$ cat config.mk
export PLATFORM = sky130hd
export DESIGN_NAME = debug_run_ctrl
export DESIGN_NICKNAME = d
export VERILOG_FILES = /design/src/rtl/mips_debug_pkg.sv /design/src/rtl/dump_serializer.sv /design/src/rtl/debug_run_ctrl.sv
export SDC_FILE = /design/constraint.sdc
export NUM_CORES = 1
export LEC_CHECK = 0
export ABC_AREA = 1
export CAP_MARGIN = 10
export CORE_ASPECT_RATIO = 0.5
export CORE_MARGIN = 1
export CORE_UTILIZATION = 42
export DETAILED_ROUTE_END_ITERATION = 8
export PLACE_DENSITY = 0.84
export SLEW_MARGIN = 0
export SYNTH_ARGS = -nofsm -noshare
export SYNTH_HDL_FRONTEND = slang
export SYNTH_SLANG_ARGS = --single-unit
$ cat constraint.sdc
create_clock -name clk -period 2.5 [get_ports clk]
set_clock_uncertainty 0.1 [all_clocks]
set_input_delay 0.5 -clock clk [delete_from_list [all_inputs] [get_ports clk]]
set_output_delay 0.5 -clock clk [all_outputs]
set_load 0.01 [all_outputs]
$ cat src/rtl/mips_debug_pkg.sv
// Shared constants for the MIPS debug run/step controller: command codes,
// FSM state encoding and frame sizing.
package mips_debug_pkg;

  localparam logic [7:0] CMD_RUN  = 8'h01;
  localparam logic [7:0] CMD_STEP = 8'h02;
  localparam logic [7:0] CMD_MRST = 8'h03;
  localparam logic [7:0] CMD_DUMP = 8'h04;

  typedef enum logic [2:0] {
    ST_IDLE   = 3'd0,
    ST_RUN    = 3'd1,
    ST_STEP   = 3'd2,
    ST_DUMP   = 3'd3,
    ST_HALTED = 3'd4,
    ST_MRST   = 3'd5
  } state_t;

  // PC word, NUM_REGS register words, cycle-count word; four bytes each.
  function automatic int FRAME_BYTES(input int num_regs);
    return 4 * (num_regs + 2);
  endfunction

endpackage

$ cat src/rtl/dump_serializer.sv
// Walks the debug frame one byte per accepted handshake, MSB byte of each
// word first, and pulses o_done on the transfer of the final byte.
module dump_serializer
  import mips_debug_pkg::*;
#(
  parameter int LEN_DATA = 32,
  parameter int NUM_REGS = 8
) (
  input  logic                         clk,
  input  logic                         reset,
  input  logic                         i_active,
  input  logic                         i_clear,
  input  logic                         i_ready,
  input  logic [LEN_DATA-1:0]          i_pc,
  input  logic [NUM_REGS*LEN_DATA-1:0] i_regs,
  input  logic [31:0]                  i_count,
  output logic [7:0]                   o_data,
  output logic                         o_done
);

  localparam int NB    = FRAME_BYTES(NUM_REGS);
  localparam int NW    = NUM_REGS + 2;
  localparam int IDX_W = $clog2(NB);

  logic [IDX_W-1:0] r_idx;
  logic             w_xfer;
  logic             w_last;
  logic [31:0]      w_words [NW];
  logic [7:0]       w_bytes [NB];

  assign w_xfer = i_active && i_ready;
  assign w_last = (r_idx == IDX_W'(NB - 1));
  assign o_done = w_xfer && w_last;

  always_ff @(posedge clk or posedge reset) begin
    if (reset) begin
      r_idx <= '0;
    end else if (i_clear) begin
      r_idx <= '0;
    end else if (w_xfer) begin
      r_idx <= w_last ? '0 : r_idx + 1'b1;
    end
  end

  always_comb begin
    w_words[0]    = i_pc[31:0];
    for (int k = 0; k < NUM_REGS; k++) begin
      w_words[k+1] = i_regs[k*LEN_DATA +: 32];
    end
    w_words[NW-1] = i_count;
  end

  always_comb begin
    for (int w = 0; w < NW; w++) begin
      for (int b = 0; b < 4; b++) begin
        w_bytes[4*w+b] = w_words[w][31-8*b -: 8];
      end
    end
  end

  // The core is frozen during DUMP, so a live mux is stable; outside DUMP drive zero.
  assign o_data = i_active ? w_bytes[r_idx] : 8'h00;

endmodule

$ cat src/rtl/debug_run_ctrl.sv
// Run/step sequencer for the MIPS debug path: gates the pipeline advance
// enable, stops on write-back halt and dumps PC/regs/cycle count over UART.
//
// state  | meaning
// IDLE   | core frozen, waiting for a command
// RUN    | core advancing every cycle until halt reaches write-back
// STEP   | single enabled cycle, then dump
// DUMP   | streaming the frame to the UART transmitter
// HALTED | program finished; only DUMP or MRST accepted
// MRST   | core reset pulse, RST_CYCLES long
module debug_run_ctrl
  import mips_debug_pkg::*;
#(
  parameter int LEN_DATA   = 32,
  parameter int NUM_REGS   = 8,
  parameter int RST_CYCLES = 2
) (
  input  logic                         clk,
  input  logic                         reset,
  input  logic [7:0]                   rx_data,
  input  logic                         rx_valid,
  input  logic                         halt_wb,
  input  logic [LEN_DATA-1:0]          pc_value,
  input  logic [NUM_REGS*LEN_DATA-1:0] regs_flat,
  input  logic                         tx_ready,
  output logic [7:0]                   tx_data,
  output logic                         tx_valid,
  output logic                         ctrl_clk_mips,
  output logic                         mips_reset,
  output logic [31:0]                  cycle_count,
  output logic                         busy
);

  localparam int CNT_W = $clog2(RST_CYCLES + 1);

  state_t           r_state;
  state_t           w_state_next;
  logic             r_halted;
  logic [31:0]      r_cycle_count;
  logic [CNT_W-1:0] r_rst_cnt;
  logic             w_run_en;
  logic             w_dump_active;
  logic             w_dump_done;
  logic             w_mrst_exit;
  logic             w_cmd_run;
  logic             w_cmd_step;
  logic             w_cmd_mrst;
  logic             w_cmd_dump;

  assign w_run_en    = (r_state == ST_RUN) || (r_state == ST_STEP);
  assign w_mrst_exit = (r_state == ST_MRST) && (r_rst_cnt == '0);
  assign w_cmd_run   = rx_valid && (rx_data == CMD_RUN);
  assign w_cmd_step  = rx_valid && (rx_data == CMD_STEP);
  assign w_cmd_mrst  = rx_valid && (rx_data == CMD_MRST);
  assign w_cmd_dump  = rx_valid && (rx_data == CMD_DUMP);

  always_ff @(posedge clk or posedge reset) begin
    if (reset) begin
      r_state <= ST_IDLE;
    end else begin
      r_state <= w_state_next;
    end
  end

  always_comb begin
    w_state_next = r_state;
    unique case (r_state)
      ST_IDLE: begin
        if      (w_cmd_run)  w_state_next = ST_RUN;
        else if (w_cmd_step) w_state_next = ST_STEP;
        else if (w_cmd_dump) w_state_next = ST_DUMP;
        else if (w_cmd_mrst) w_state_next = ST_MRST;
      end
      ST_RUN:    if (halt_wb) w_state_next = ST_DUMP;
      ST_STEP:   w_state_next = ST_DUMP;
      ST_DUMP:   if (w_dump_done) w_state_next = r_halted ? ST_HALTED : ST_IDLE;
      ST_HALTED: begin
        if      (w_cmd_dump) w_state_next = ST_DUMP;
        else if (w_cmd_mrst) w_state_next = ST_MRST;
      end
      ST_MRST:   if (w_mrst_exit) w_state_next = ST_IDLE;
      default:   w_state_next = ST_IDLE;
    endcase
  end

  always_comb begin
    ctrl_clk_mips = w_run_en;
    mips_reset    = (r_state == ST_MRST);
    w_dump_active = (r_state == ST_DUMP);
    tx_valid      = w_dump_active;
    busy          = w_run_en || w_dump_active || (r_state == ST_MRST);
  end

  // Down-counter loaded on MRST entry; terminal count at zero releases the core.
  always_ff @(posedge clk or posedge reset) begin
    if (reset) begin
      r_rst_cnt <= '0;
    end else if ((r_state != ST_MRST) && (w_state_next == ST_MRST)) begin
      r_rst_cnt <= CNT_W'(RST_CYCLES - 1);
    end else if ((r_state == ST_MRST) && (r_rst_cnt != '0)) begin
      r_rst_cnt <= r_rst_cnt - 1'b1;
    end
  end

  always_ff @(posedge clk or posedge reset) begin
    if (reset) begin
      r_halted <= 1'b0;
    end else if (w_mrst_exit) begin
      r_halted <= 1'b0;
    end else if (w_run_en && halt_wb) begin
      r_halted <= 1'b1;
    end
  end

  always_ff @(posedge clk or posedge reset) begin
    if (reset) begin
      r_cycle_count <= '0;
    end else if (w_mrst_exit) begin
      r_cycle_count <= '0;
    end else if (w_run_en && (r_cycle_count != 32'hFFFF_FFFF)) begin
      r_cycle_count <= r_cycle_count + 32'd1;
    end
  end

  assign cycle_count = r_cycle_count;

  dump_serializer #(
    .LEN_DATA (LEN_DATA),
    .NUM_REGS (NUM_REGS)
  ) u_dump_serializer (
    .clk      (clk),
    .reset    (reset),
    .i_active (w_dump_active),
    .i_clear  (w_mrst_exit),
    .i_ready  (tx_ready),
    .i_pc     (pc_value),
    .i_regs   (regs_flat),
    .i_count  (r_cycle_count),
    .o_data   (tx_data),
    .o_done   (w_dump_done)
  );

endmodule

==> report_table.html, run 1 <==
<table>
<tr><th>Metric</th><th>Value</th></tr>
<tr><th colspan="2">Global routing</th></tr>
<tr><td>Largest net degree at the start of global routing</td><td>45</td></tr>
<tr><td>GRT Util Overall</td><td>39.6%</td></tr>
<tr><td>Number of global-route vias before repair</td><td>9816</td></tr>
<tr><td>Global-route wire length before repair</td><td>52.0 mm</td></tr>
<tr><td>Initial antenna violation count</td><td>2</td></tr>
<tr><td>Aggregate global routing overflow</td><td>0</td></tr>
<tr><th colspan="2">Worst setup path</th></tr>
<tr><td>Kind of start point of the critical path</td><td>register</td></tr>
<tr><td>Maximum fanout encountered on the critical timing path</td><td>8</td></tr>
<tr><td>Crit. End Element</td><td>primary output</td></tr>
<tr><td>Path type of the worst setup path</td><td>reg -&gt; out</td></tr>
<tr><td>Arrival time worst endpoint</td><td>2.30 ns</td></tr>
<tr><td>Data required, critical path</td><td>1.90 ns</td></tr>
<tr><th colspan="2">Route</th></tr>
<tr><td>Remaining antenna violation count</td><td>0</td></tr>
<tr><td>Vias per inst</td><td>5.62</td></tr>
<tr><td>Wire length on met3</td><td>3.44 mm</td></tr>
<tr><td>Routed wl met2</td><td>17.2 mm</td></tr>
<tr><td>Post-route DRC violation count</td><td>0</td></tr>
<tr><td>Topmost layer with routed signal wires</td><td>met4</td></tr>
<tr><td>Wire length reported by the detailed router</td><td>36.0 mm</td></tr>
<tr><td>Total routed wire length on the met1 layer</td><td>13.7 mm</td></tr>
<tr><td>Drt wl/cell</td><td>19.1 µm</td></tr>
<tr><td>Count of TritonRoute iterations in the first routing pass</td><td>6</td></tr>
<tr><td>Total via count after detailed routing</td><td>10602</td></tr>
<tr><td>Detailed Route Iter0 Violations</td><td>1072</td></tr>
<tr><th colspan="2">Timing</th></tr>
<tr><td>Unrepaired setup endpoints after global routing</td><td>true</td></tr>
<tr><td>Actual slew at the worst max-slew pin</td><td>0.634 ns</td></tr>
<tr><td>Post-layout worst setup margin</td><td>-0.398 ns</td></tr>
<tr><td>Number of failing setup endpoints in the final timing report</td><td>8</td></tr>
<tr><td>Post-route worst hold slack</td><td>0.413 ns</td></tr>
<tr><td>Final hold viol count</td><td>0</td></tr>
<tr><td>Worst max-slew margin expressed relative to the limit</td><td>57.8%</td></tr>
<tr><td>Final number of max-transition violations</td><td>0</td></tr>
<tr><td>Top achievable clock speed</td><td>345 MHz</td></tr>
<tr><td>Shortest period the worst path allows</td><td>2.90 ns</td></tr>
<tr><td>Final worst-path cycle share</td><td>116%</td></tr>
<tr><th colspan="2">Clock network</th></tr>
<tr><td>Register clock-pin slew on the reported worst setup and hold paths</td><td>0.06 ns</td></tr>
<tr><td>H-tree depth reported by CTS</td><td>2</td></tr>
<tr><td>Number of hold-repair buffers added at the cts stage</td><td>0</td></tr>
<tr><td>Clk Latency, worst-skew pair</td><td>0.29 ns</td></tr>
<tr><td>Clock tree from TritonCTS</td><td>done</td></tr>
<tr><td>Number of clock sinks</td><td>44</td></tr>
<tr><td>Clk Tree Root Cell</td><td>sky130_fd_sc_hd__clkbuf_16</td></tr>
<tr><td>Number of buffers added by the clock tree synthesis step</td><td>5</td></tr>
<tr><td>Max Root-Sink Buffers</td><td>2</td></tr>
<tr><th colspan="2">Worst hold path</th></tr>
<tr><td>Worst hold path type</td><td>reg -&gt; reg</td></tr>
<tr><th colspan="2">Place</th></tr>
<tr><td>Placed Area</td><td>0.0110 mm²</td></tr>
<tr><td>Port bufs</td><td>344</td></tr>
<tr><td>Sum of net half-perimeters after detailed placement</td><td>26.1 mm</td></tr>
<tr><td>Worst Setup Slack post-DPL</td><td>-0.629 ns</td></tr>
<tr><td>Final weighted congestion in routability-driven placement</td><td>1.07</td></tr>
<tr><th colspan="2">Cells and area</th></tr>
<tr><td>Fraction of layout instances using a drive strength above 1</td><td>17.6%</td></tr>
<tr><td>Sequential cell area in the final layout</td><td>0.00111 mm²</td></tr>
<tr><td>Post-layout nets</td><td>1982</td></tr>
<tr><td>Area delta synth-&gt;final</td><td>77.1%</td></tr>
<tr><td>Area used by multi-input combinational logic</td><td>0.00496 mm²</td></tr>
<tr><td>Final cell area excluding filler cells</td><td>0.0121 mm²</td></tr>
<tr><td>Count of fill cells added during filler insertion</td><td>1208</td></tr>
<tr><th colspan="2">Logic synthesis</th></tr>
<tr><td>Mean cell area of the mapped netlist</td><td>5.26 µm²</td></tr>
<tr><td>Fraction of the yosys area taken by sequential cells</td><td>16.2%</td></tr>
<tr><td>Number of nets produced by synthesis</td><td>1598</td></tr>
<tr><td>Cell count after synthesis</td><td>1294</td></tr>
<tr><td>Post-Syn Area</td><td>0.00681 mm²</td></tr>
<tr><td>Synth cell types</td><td>36</td></tr>
<tr><td>Synthesis warning total</td><td>0</td></tr>
<tr><td>Flop and latch count out of synthesis</td><td>44</td></tr>
<tr><th colspan="2">Power</th></tr>
<tr><td>Power density of the placed cells</td><td>909 mW/mm²</td></tr>
<tr><td>Static Leakage</td><td>5.84 nW</td></tr>
<tr><td>Peak VDD IR</td><td>0.648 mV</td></tr>
<tr><td>Total power of the final layout</td><td>11.0 mW</td></tr>
<tr><th colspan="2">Job</th></tr>
<tr><td>Max capacitance violation total</td><td>0</td></tr>
<tr><th colspan="2">Floorplanning</th></tr>
<tr><td>Count of standard-cell rows</td><td>32</td></tr>
<tr><td>Initial core utilization</td><td>43.6%</td></tr>
<tr><td>Die height</td><td>92.0 µm</td></tr>
<tr><td>I/O pin total</td><td>345</td></tr>
<tr><td>Area of the core</td><td>0.0156 mm²</td></tr>
<tr><td>Overall die area</td><td>0.0168 mm²</td></tr>
<tr><td>X dimension of the die</td><td>182 µm</td></tr>
<tr><th colspan="2">Outcome</th></tr>
<tr><td>Outcome</td><td>complete, but fails checks</td></tr>
<tr><td>Violated checks</td><td>negative setup slack</td></tr>
</table>
==> layout make-up <==
class / instances / area share (%)
antenna: 2 / 0.0415
clock buffer: 7 / 1.27
clock inverter: 1 / 0.249
inverter: 247 / 7.77
multi-input combinational: 929 / 41.2
sequential: 44 / 9.18
tap: 204 / 2.12
timing repair buffer: 451 / 38.2
==> critical path, cell delays in order, from the launching register on <==
cell and delay [ns]:
sky130_fd_sc_hd__dfrtp_4 0.55, sky130_fd_sc_hd__buf_12 0.18, sky130_fd_sc_hd__buf_16 0.15, sky130_fd_sc_hd__buf_16 0.15
sky130_fd_sc_hd__or2_0 0.20, sky130_fd_sc_hd__nand3_1 0.09, sky130_fd_sc_hd__nand3_2 0.10, sky130_fd_sc_hd__nand3_2 0.13
sky130_fd_sc_hd__nand3_2 0.10, sky130_fd_sc_hd__nand3_4 0.11, sky130_fd_sc_hd__a21oi_2 0.06, sky130_fd_sc_hd__buf_2 0.16
==> where the power goes <==
group          switching, mW  total [mW]  internal (mW)
clock                  0.301       0.828          0.527
sequential             0.169       0.991          0.822
combinational           5.30        9.14           3.84
==> cell families (layout without fill, tap and decap cells) <==
group | after synthesis | in the layout | synth area share, %
adder cells (fa/ha/maj) | 3 | 3 | 0.551
other | 0 | 2 | 0
flip-flops | 44 | 44 | 16.2
XOR/XNOR | 8 | 8 | 1.03
AO/OA/AOI/OAI | 135 | 135 | 12.0
AND/OR/NAND/NOR | 783 | 783 | 51.9
buffers and inverters | 321 | 706 | 18.3
==> metrics by stage <==
| stage | setup TNS [ns] | std cells | util [%] |
|---|---|---|---|
| finish | -2.47 | 1885 | 77.2 |
| floorplan | 0 | 1294 | - |
| CTS | -2.05 | 1872 | 74.6 |
| global route | -2.75 | 1885 | 77.2 |
| detailed placement | -3.89 | 1854 | 70.5 |
| global placement | -3.76 | 1854 | 70.5 |
==> placed cells by master (no fill, tap or decap), types with 3 or more instances in the layout <==
master,synthesis,final
sky130_fd_sc_hd__or2_2,25,22
sky130_fd_sc_hd__buf_6,2,8
sky130_fd_sc_hd__buf_16,0,5
sky130_fd_sc_hd__o21ai_1,16,15
sky130_fd_sc_hd__or2_0,5,4
sky130_fd_sc_hd__a21oi_1,33,25
sky130_fd_sc_hd__o22ai_2,1,3
sky130_fd_sc_hd__nand3_1,265,186
sky130_fd_sc_hd__clkbuf_16,0,10
sky130_fd_sc_hd__buf_4,0,75
sky130_fd_sc_hd__o211ai_1,17,17
sky130_fd_sc_hd__or2_4,0,4
sky130_fd_sc_hd__a21oi_2,0,7
sky130_fd_sc_hd__nor3_1,14,14
sky130_fd_sc_hd__buf_2,20,7
sky130_fd_sc_hd__inv_1,230,229
sky130_fd_sc_hd__nor2_2,3,3
sky130_fd_sc_hd__o21ai_0,36,34
sky130_fd_sc_hd__buf_12,0,14
sky130_fd_sc_hd__clkdlybuf4s50_1,0,336
sky130_fd_sc_hd__ha_1,3,3
sky130_fd_sc_hd__or2_1,10,10
sky130_fd_sc_hd__nand3_2,1,78
sky130_fd_sc_hd__inv_2,14,13
sky130_fd_sc_hd__clkinv_1,2,3
sky130_fd_sc_hd__o22ai_1,8,6
sky130_fd_sc_hd__nand4_1,22,22
sky130_fd_sc_hd__nor3_2,5,5
sky130_fd_sc_hd__xor2_1,8,8
sky130_fd_sc_hd__nand2_1,353,350
sky130_fd_sc_hd__nor2_1,75,75
sky130_fd_sc_hd__dfrtp_1,44,41
sky130_fd_sc_hd__nand2_2,2,5
sky130_fd_sc_hd__o21ai_2,18,19
==> synth_stat cells <==
cell                         n  share of area, %
sky130_fd_sc_hd__buf_6       2              0.33
sky130_fd_sc_hd__o21bai_1    2              0.22
sky130_fd_sc_hd__nand4_1    22               2.0
sky130_fd_sc_hd__o22ai_1     8              0.74
sky130_fd_sc_hd__ha_1        3              0.55
sky130_fd_sc_hd__a31oi_1     1             0.092
sky130_fd_sc_hd__or2_0       5              0.46
sky130_fd_sc_hd__nand2_1   353                19
sky130_fd_sc_hd__nor2_8      1              0.29
sky130_fd_sc_hd__nand2_2     2              0.18
sky130_fd_sc_hd__o21ai_1    16               1.2
sky130_fd_sc_hd__dfrtp_1    44                16
sky130_fd_sc_hd__nor2_1     75               4.1
sky130_fd_sc_hd__o32ai_1     1              0.13
sky130_fd_sc_hd__buf_1      12              0.66
sky130_fd_sc_hd__o21ai_2    18               2.3
sky130_fd_sc_hd__o211ai_1   17               1.9
sky130_fd_sc_hd__clkinv_1    2              0.11
sky130_fd_sc_hd__or2_2      25               2.3
sky130_fd_sc_hd__clkbuf_1   40               2.2
sky130_fd_sc_hd__or2_1      10              0.92
sky130_fd_sc_hd__inv_1     230                13
sky130_fd_sc_hd__nor3_2      5              0.74
sky130_fd_sc_hd__xor2_1      8               1.0
sky130_fd_sc_hd__nor2_2      3              0.28
sky130_fd_sc_hd__nand3_2     1              0.15
sky130_fd_sc_hd__a21oi_1    33               2.4
sky130_fd_sc_hd__inv_2      14              0.77
sky130_fd_sc_hd__nand3_1   265                19
sky130_fd_sc_hd__o22ai_2     1              0.18
sky130_fd_sc_hd__buf_2      20               1.5
sky130_fd_sc_hd__inv_4       1             0.092
sky130_fd_sc_hd__o31ai_1     2              0.22
sky130_fd_sc_hd__o21ai_0    36               2.6
sky130_fd_sc_hd__nor3_4      2              0.48
sky130_fd_sc_hd__nor3_1     14               1.0
==> per-layer routing <==
layer  vias up  global-route usage (%)
met2       652                    69.3
met3       153                    6.71
met5         -                       0
li1       4868                       -
met1      4929                    48.7
met4         0                    15.2
==> final timing paths <==
check,from,end,slack [ns],cells after the start
hold / removal,r_halted,r_halted,0.41,2
max in group asynchronous,reset,u_dump_serializer.r_idx[0],1.23,3
setup reg to reg,cycle_count[0],cycle_count[6],0.30,12
min in group asynchronous,reset,cycle_count[5],0.58,3
setup / recovery,u_dump_serializer.r_idx[0],tx_data[3],-0.40,11
hold reg to reg,r_halted,r_halted,0.41,2
==> sequential cells by signal (all words and copies together), names as in the netlist <==
| register | count |
|---|---|
| r_state | 3 |
| u_dump_serializer.r_idx | 6 |
| r_halted | 1 |
| r_rst_cnt | 2 |
| cycle_count | 32 |
==> repair_timing <==
action                     CTS  global route
pin swaps                   13            25
resized for setup          100            56
setup endpoints to repair    8             8
gates cloned                 5             6
buffers inserted             5             6
Note: power is estimated with default switching activity, not from simulation.
==> inputs of run 2 (changes only) <==
CORE_MARGIN = 5   (was 1)
GPL_TIMING_DRIVEN = 0   (was not set)
==> run 2 against run 1 <==
The flow still finishes with violations (negative setup slack). Clock-buffer cell count down 2. Flip-flop and latch count unchanged. Worst setup slack better by 0.095 ns. Sequential power down 2%. Combinational power down 7.9%. Critical endpoint is now tx_data[7]. Die area up 13%. Sequential share of layout area up 0.30 points.
==> report_table.html, run 2 (synthesis results as in run 1) <==
<table>
<tr><th>Metric</th><th>Value</th></tr>
<tr><th colspan="2">Cells and area</th></tr>
<tr><td>Fraction of layout instances using a drive strength above 1</td><td>16.7% (-0.83 points)</td></tr>
<tr><td>Most frequent standard cell in the layout excluding fill and tap cells</td><td>sky130_fd_sc_hd__nand2_1</td></tr>
<tr><td>Post-layout util</td><td>74.4% (-2.8 points)</td></tr>
<tr><td>Leading cell types in the layout, fill and taps excluded</td><td>sky130_fd_sc_hd__nand2_1 (352), sky130_fd_sc_hd__clkdlybuf4s50_1 (336), sky130_fd_sc_hd__inv_1 (229)</td></tr>
<tr><td>Post-layout nets</td><td>1952 (-1.5%)</td></tr>
<tr><td>Area delta synth-&gt;final</td><td>71.1%</td></tr>
<tr><td>Final cell count without fillers</td><td>1871 (-0.74%)</td></tr>
<tr><td>Largest register FFs</td><td>32 (unchanged)</td></tr>
<tr><td>Count of fill cells added during filler insertion</td><td>1278 (+5.8%)</td></tr>
<tr><th colspan="2">Timing</th></tr>
<tr><td>Number of failing setup endpoints in the final timing report</td><td>8 (unchanged)</td></tr>
<tr><td>Final number of max-transition violations</td><td>0 (unchanged)</td></tr>
<tr><td>Final hold viol count</td><td>0 (unchanged)</td></tr>
<tr><td>Shortest period the worst path allows</td><td>2.80 ns (-0.0951 ns)</td></tr>
<tr><td>Actual slew at the worst max-slew pin</td><td>0.757 ns (+0.123 ns)</td></tr>
<tr><td>Post-layout worst setup margin</td><td>-0.303 ns (+0.0951 ns)</td></tr>
<tr><td>Final worst-path cycle share</td><td>112% (-3.8 points)</td></tr>
<tr><td>Top achievable clock speed</td><td>357 MHz (+3.4%)</td></tr>
<tr><td>Worst max-slew margin expressed relative to the limit</td><td>49.5% (-8.2 points)</td></tr>
<tr><td>Unrepaired setup endpoints after global routing</td><td>true</td></tr>
<tr><td>Sum Neg Setup Slack</td><td>-2.02 ns (+0.450 ns)</td></tr>
<tr><th colspan="2">Worst setup path</th></tr>
<tr><td>Cell type group with the largest total delay on the critical path</td><td>simple AND/OR/NAND/NOR gates</td></tr>
<tr><td>Slowest cell on the critical path</td><td>sky130_fd_sc_hd__dfrtp_2</td></tr>
<tr><td>Most frequent CP cell</td><td>sky130_fd_sc_hd__nand3_2</td></tr>
<tr><td>Buffer and inverter count on the worst path</td><td>3 (-1)</td></tr>
<tr><td>Path type of the worst setup path</td><td>reg -&gt; out</td></tr>
<tr><td>Maximum fanout encountered on the critical timing path</td><td>10 (+2)</td></tr>
<tr><td>Max incr delay on CP</td><td>0.51 ns (-0.04 ns)</td></tr>
<tr><td>Crit. End Element</td><td>primary output</td></tr>
<tr><td>Kind of start point of the critical path</td><td>register</td></tr>
<tr><td>Data required, critical path</td><td>1.90 ns (about the same)</td></tr>
<tr><td>Critical path, cell by cell</td><td>buf_6 &gt; clkbuf_4 &gt; nand2_1 &gt; nand3_2 &gt; nand3_4 &gt; nand3_2 &gt; nand3_2 &gt; nand3_4 &gt; a21oi_2 &gt; buf_2</td></tr>
<tr><td>Arrival time worst endpoint</td><td>2.20 ns (-0.10 ns)</td></tr>
<tr><th colspan="2">Power</th></tr>
<tr><td>Share of total power in sequential cells</td><td>9.6% (+0.6 points)</td></tr>
<tr><td>Switching power summed over all nets</td><td>5.61 mW (-2.8%)</td></tr>
<tr><td>Net switching fraction of the power</td><td>55.1% (+2.4 points)</td></tr>
<tr><td>Static Leakage</td><td>5.59 nW (-4.3%)</td></tr>
<tr><td>Peak VDD IR</td><td>0.577 mV (-11%)</td></tr>
<tr><td>Power share of the combinational group</td><td>82.6% (-0.8 points)</td></tr>
<tr><td>Power share of the clock group</td><td>7.8% (+0.2 points)</td></tr>
<tr><td>Int Power</td><td>4.58 mW (-12%)</td></tr>
<tr><td>Power density of the placed cells</td><td>875 mW/mm² (-3.7%)</td></tr>
<tr><th colspan="2">Global routing</th></tr>
<tr><td>Met1 track utilization from global routing</td><td>44.3% (-4.4 points)</td></tr>
<tr><td>Aggregate global routing overflow</td><td>0 (unchanged)</td></tr>
<tr><td>Most utilized layer in the global route result</td><td>met2</td></tr>
<tr><td>GRT Util Overall</td><td>34.3% (-5.3 points)</td></tr>
<tr><td>Met3 Resource Use GR</td><td>4.38% (-2.3 points)</td></tr>
<tr><td>Initial antenna violation count</td><td>0 (-2)</td></tr>
<tr><td>Largest net degree at the start of global routing</td><td>29 (-36%)</td></tr>
<tr><td>Global-route wire length before repair</td><td>52.0 mm (-0.11%)</td></tr>
<tr><td>Number of global-route vias before repair</td><td>9538 (-2.8%)</td></tr>
<tr><td>Global-route met2 utilization</td><td>59.9% (-9.4 points)</td></tr>
<tr><th colspan="2">Route</th></tr>
<tr><td>Vias per inst</td><td>5.49 (-2.3%)</td></tr>
<tr><td>Drt wl/cell</td><td>19.1 µm (+0.28%)</td></tr>
<tr><td>Wire length reported by the detailed router</td><td>35.8 mm (-0.47%)</td></tr>
<tr><td>Post-route DRC violation count</td><td>0 (unchanged)</td></tr>
<tr><td>Count of TritonRoute iterations in the first routing pass</td><td>5 (-1)</td></tr>
<tr><td>Detailed Route Iter0 Violations</td><td>984 (-8.2%)</td></tr>
<tr><td>Remaining antenna violation count</td><td>0 (unchanged)</td></tr>
<tr><td>Total via count after detailed routing</td><td>10280 (-3.0%)</td></tr>
<tr><th colspan="2">Job</th></tr>
<tr><td>Max capacitance violation total</td><td>0 (unchanged)</td></tr>
<tr><th colspan="2">Outcome</th></tr>
<tr><td>Violated checks</td><td>negative setup slack</td></tr>
<tr><td>Outcome</td><td>complete, but fails checks</td></tr>
<tr><th colspan="2">Clock network</th></tr>
<tr><td>H-tree depth reported by CTS</td><td>2 (unchanged)</td></tr>
<tr><td>Register clock-pin slew on the reported worst setup and hold paths</td><td>0.07 ns (about the same)</td></tr>
<tr><td>Number of clock sinks</td><td>44 (unchanged)</td></tr>
<tr><td>Clk Tree Root Cell</td><td>sky130_fd_sc_hd__clkbuf_16</td></tr>
<tr><td>Number of buffers added by the clock tree synthesis step</td><td>5 (unchanged)</td></tr>
<tr><td>Number of hold-repair buffers added at the cts stage</td><td>0 (unchanged)</td></tr>
<tr><td>Clk Latency, worst-skew pair</td><td>0.29 ns (about the same)</td></tr>
<tr><td>Max Root-Sink Buffers</td><td>2 (unchanged)</td></tr>
<tr><td>Clock tree from TritonCTS</td><td>done</td></tr>
<tr><th colspan="2">Place</th></tr>
<tr><td>Final weighted congestion in routability-driven placement</td><td>1.02 (-4.6%)</td></tr>
<tr><td>Port bufs</td><td>344 (unchanged)</td></tr>
<tr><td>Cells after DPL</td><td>1860 (+0.32%)</td></tr>
<tr><td>Worst Setup Slack post-DPL</td><td>-0.865 ns (-0.236 ns)</td></tr>
<tr><td>Sum of net half-perimeters after detailed placement</td><td>28.3 mm (+8.4%)</td></tr>
<tr><th colspan="2">Floorplanning</th></tr>
<tr><td>I/O pin total</td><td>345 (unchanged)</td></tr>
<tr><td>X dimension of the die</td><td>190 µm (+4.4%)</td></tr>
<tr><td>Overall die area</td><td>0.0190 mm² (+13%)</td></tr>
<tr><td>Area of the core</td><td>0.0157 mm² (+0.26%)</td></tr>
<tr><td>Die height</td><td>100 µm (+8.7%)</td></tr>
<tr><td>Count of standard-cell rows</td><td>32 (unchanged)</td></tr>
<tr><td>Initial core utilization</td><td>43.5% (-0.11 points)</td></tr>
<tr><th colspan="2">Worst hold path</th></tr>
<tr><td>Worst hold path type</td><td>in -&gt; async</td></tr>
</table>
[run 2: timing repair]
action | 4_1_cts | 5_1_grt
resized for setup | 174 | 133
pin swaps | 18 | 38
buffers inserted | 1 | 0
endpoints found under the setup margin | 8 | 11
gates cloned | 0 | 1
[run 2: per-layer routing]
| layer | up-vias | part of all wire, % |
|---|---|---|
| li1 | 4802 | - |
| met2 | 572 | 48 |
| met5 | - | 0 |
| met4 | 0 | 3.9 |
| met1 | 4798 | 39 |
| met3 | 108 | 9.3 |
[run 2: area by class of cell]
type | instances | area [µm²] | share of cell area [%]
flip-flops and latches | 44 | 1100 | 9.48
plain buffers | 74 | 603 | 5.18
inverters | 247 | 941 | 8.08
repair buffers | 347 | 3460 | 29.7
well taps | 221 | 277 | 2.37
clock inverters | 3 | 46.3 | 0.397
multi-input cells | 929 | 5090 | 43.7
diodes | 1 | 2.50 | 0.0215
clock buffers | 5 | 125 | 1.07
[run 2: path summary, 6_finish.rpt]
path	from	to	slack, ns	depth (start not counted)
min in group clk	r_halted	r_halted	0.42	2
worst min register to register	r_halted	r_halted	0.42	2
max in group asynchronous	reset	u_dump_serializer.r_idx[0]	1.37	3
worst min-delay path	reset	cycle_count[9]	0.41	2
worst max-delay path	u_dump_serializer.r_idx[0]	tx_data[7]	-0.30	10
worst max register to register	cycle_count[1]	cycle_count[18]	0.17	13
[run 2: through the flow]
stage | hold WS, ns | total power, mW | instance area, µm²
floorplan | 0.363 | 5.01 | 6810
finish | 0.415 | 10.2 | 11600
global route | 0.439 | 10.8 | 11600
CTS | 0.425 | 9.16 | 11200
detailed placement | 0.412 | 7.71 | 10500
global placement | 0.381 | 7.60 | 10500
[run 2: power groups by stage]
stage,clock network [mW],logic (mW),registers (mW)
global placement,0,6.64,0.961
finish,0.798,8.42,0.975
CTS,0.805,7.40,0.954
global route,0.842,8.93,0.987
detailed placement,0,6.74,0.966
floorplan,0,4.09,0.922
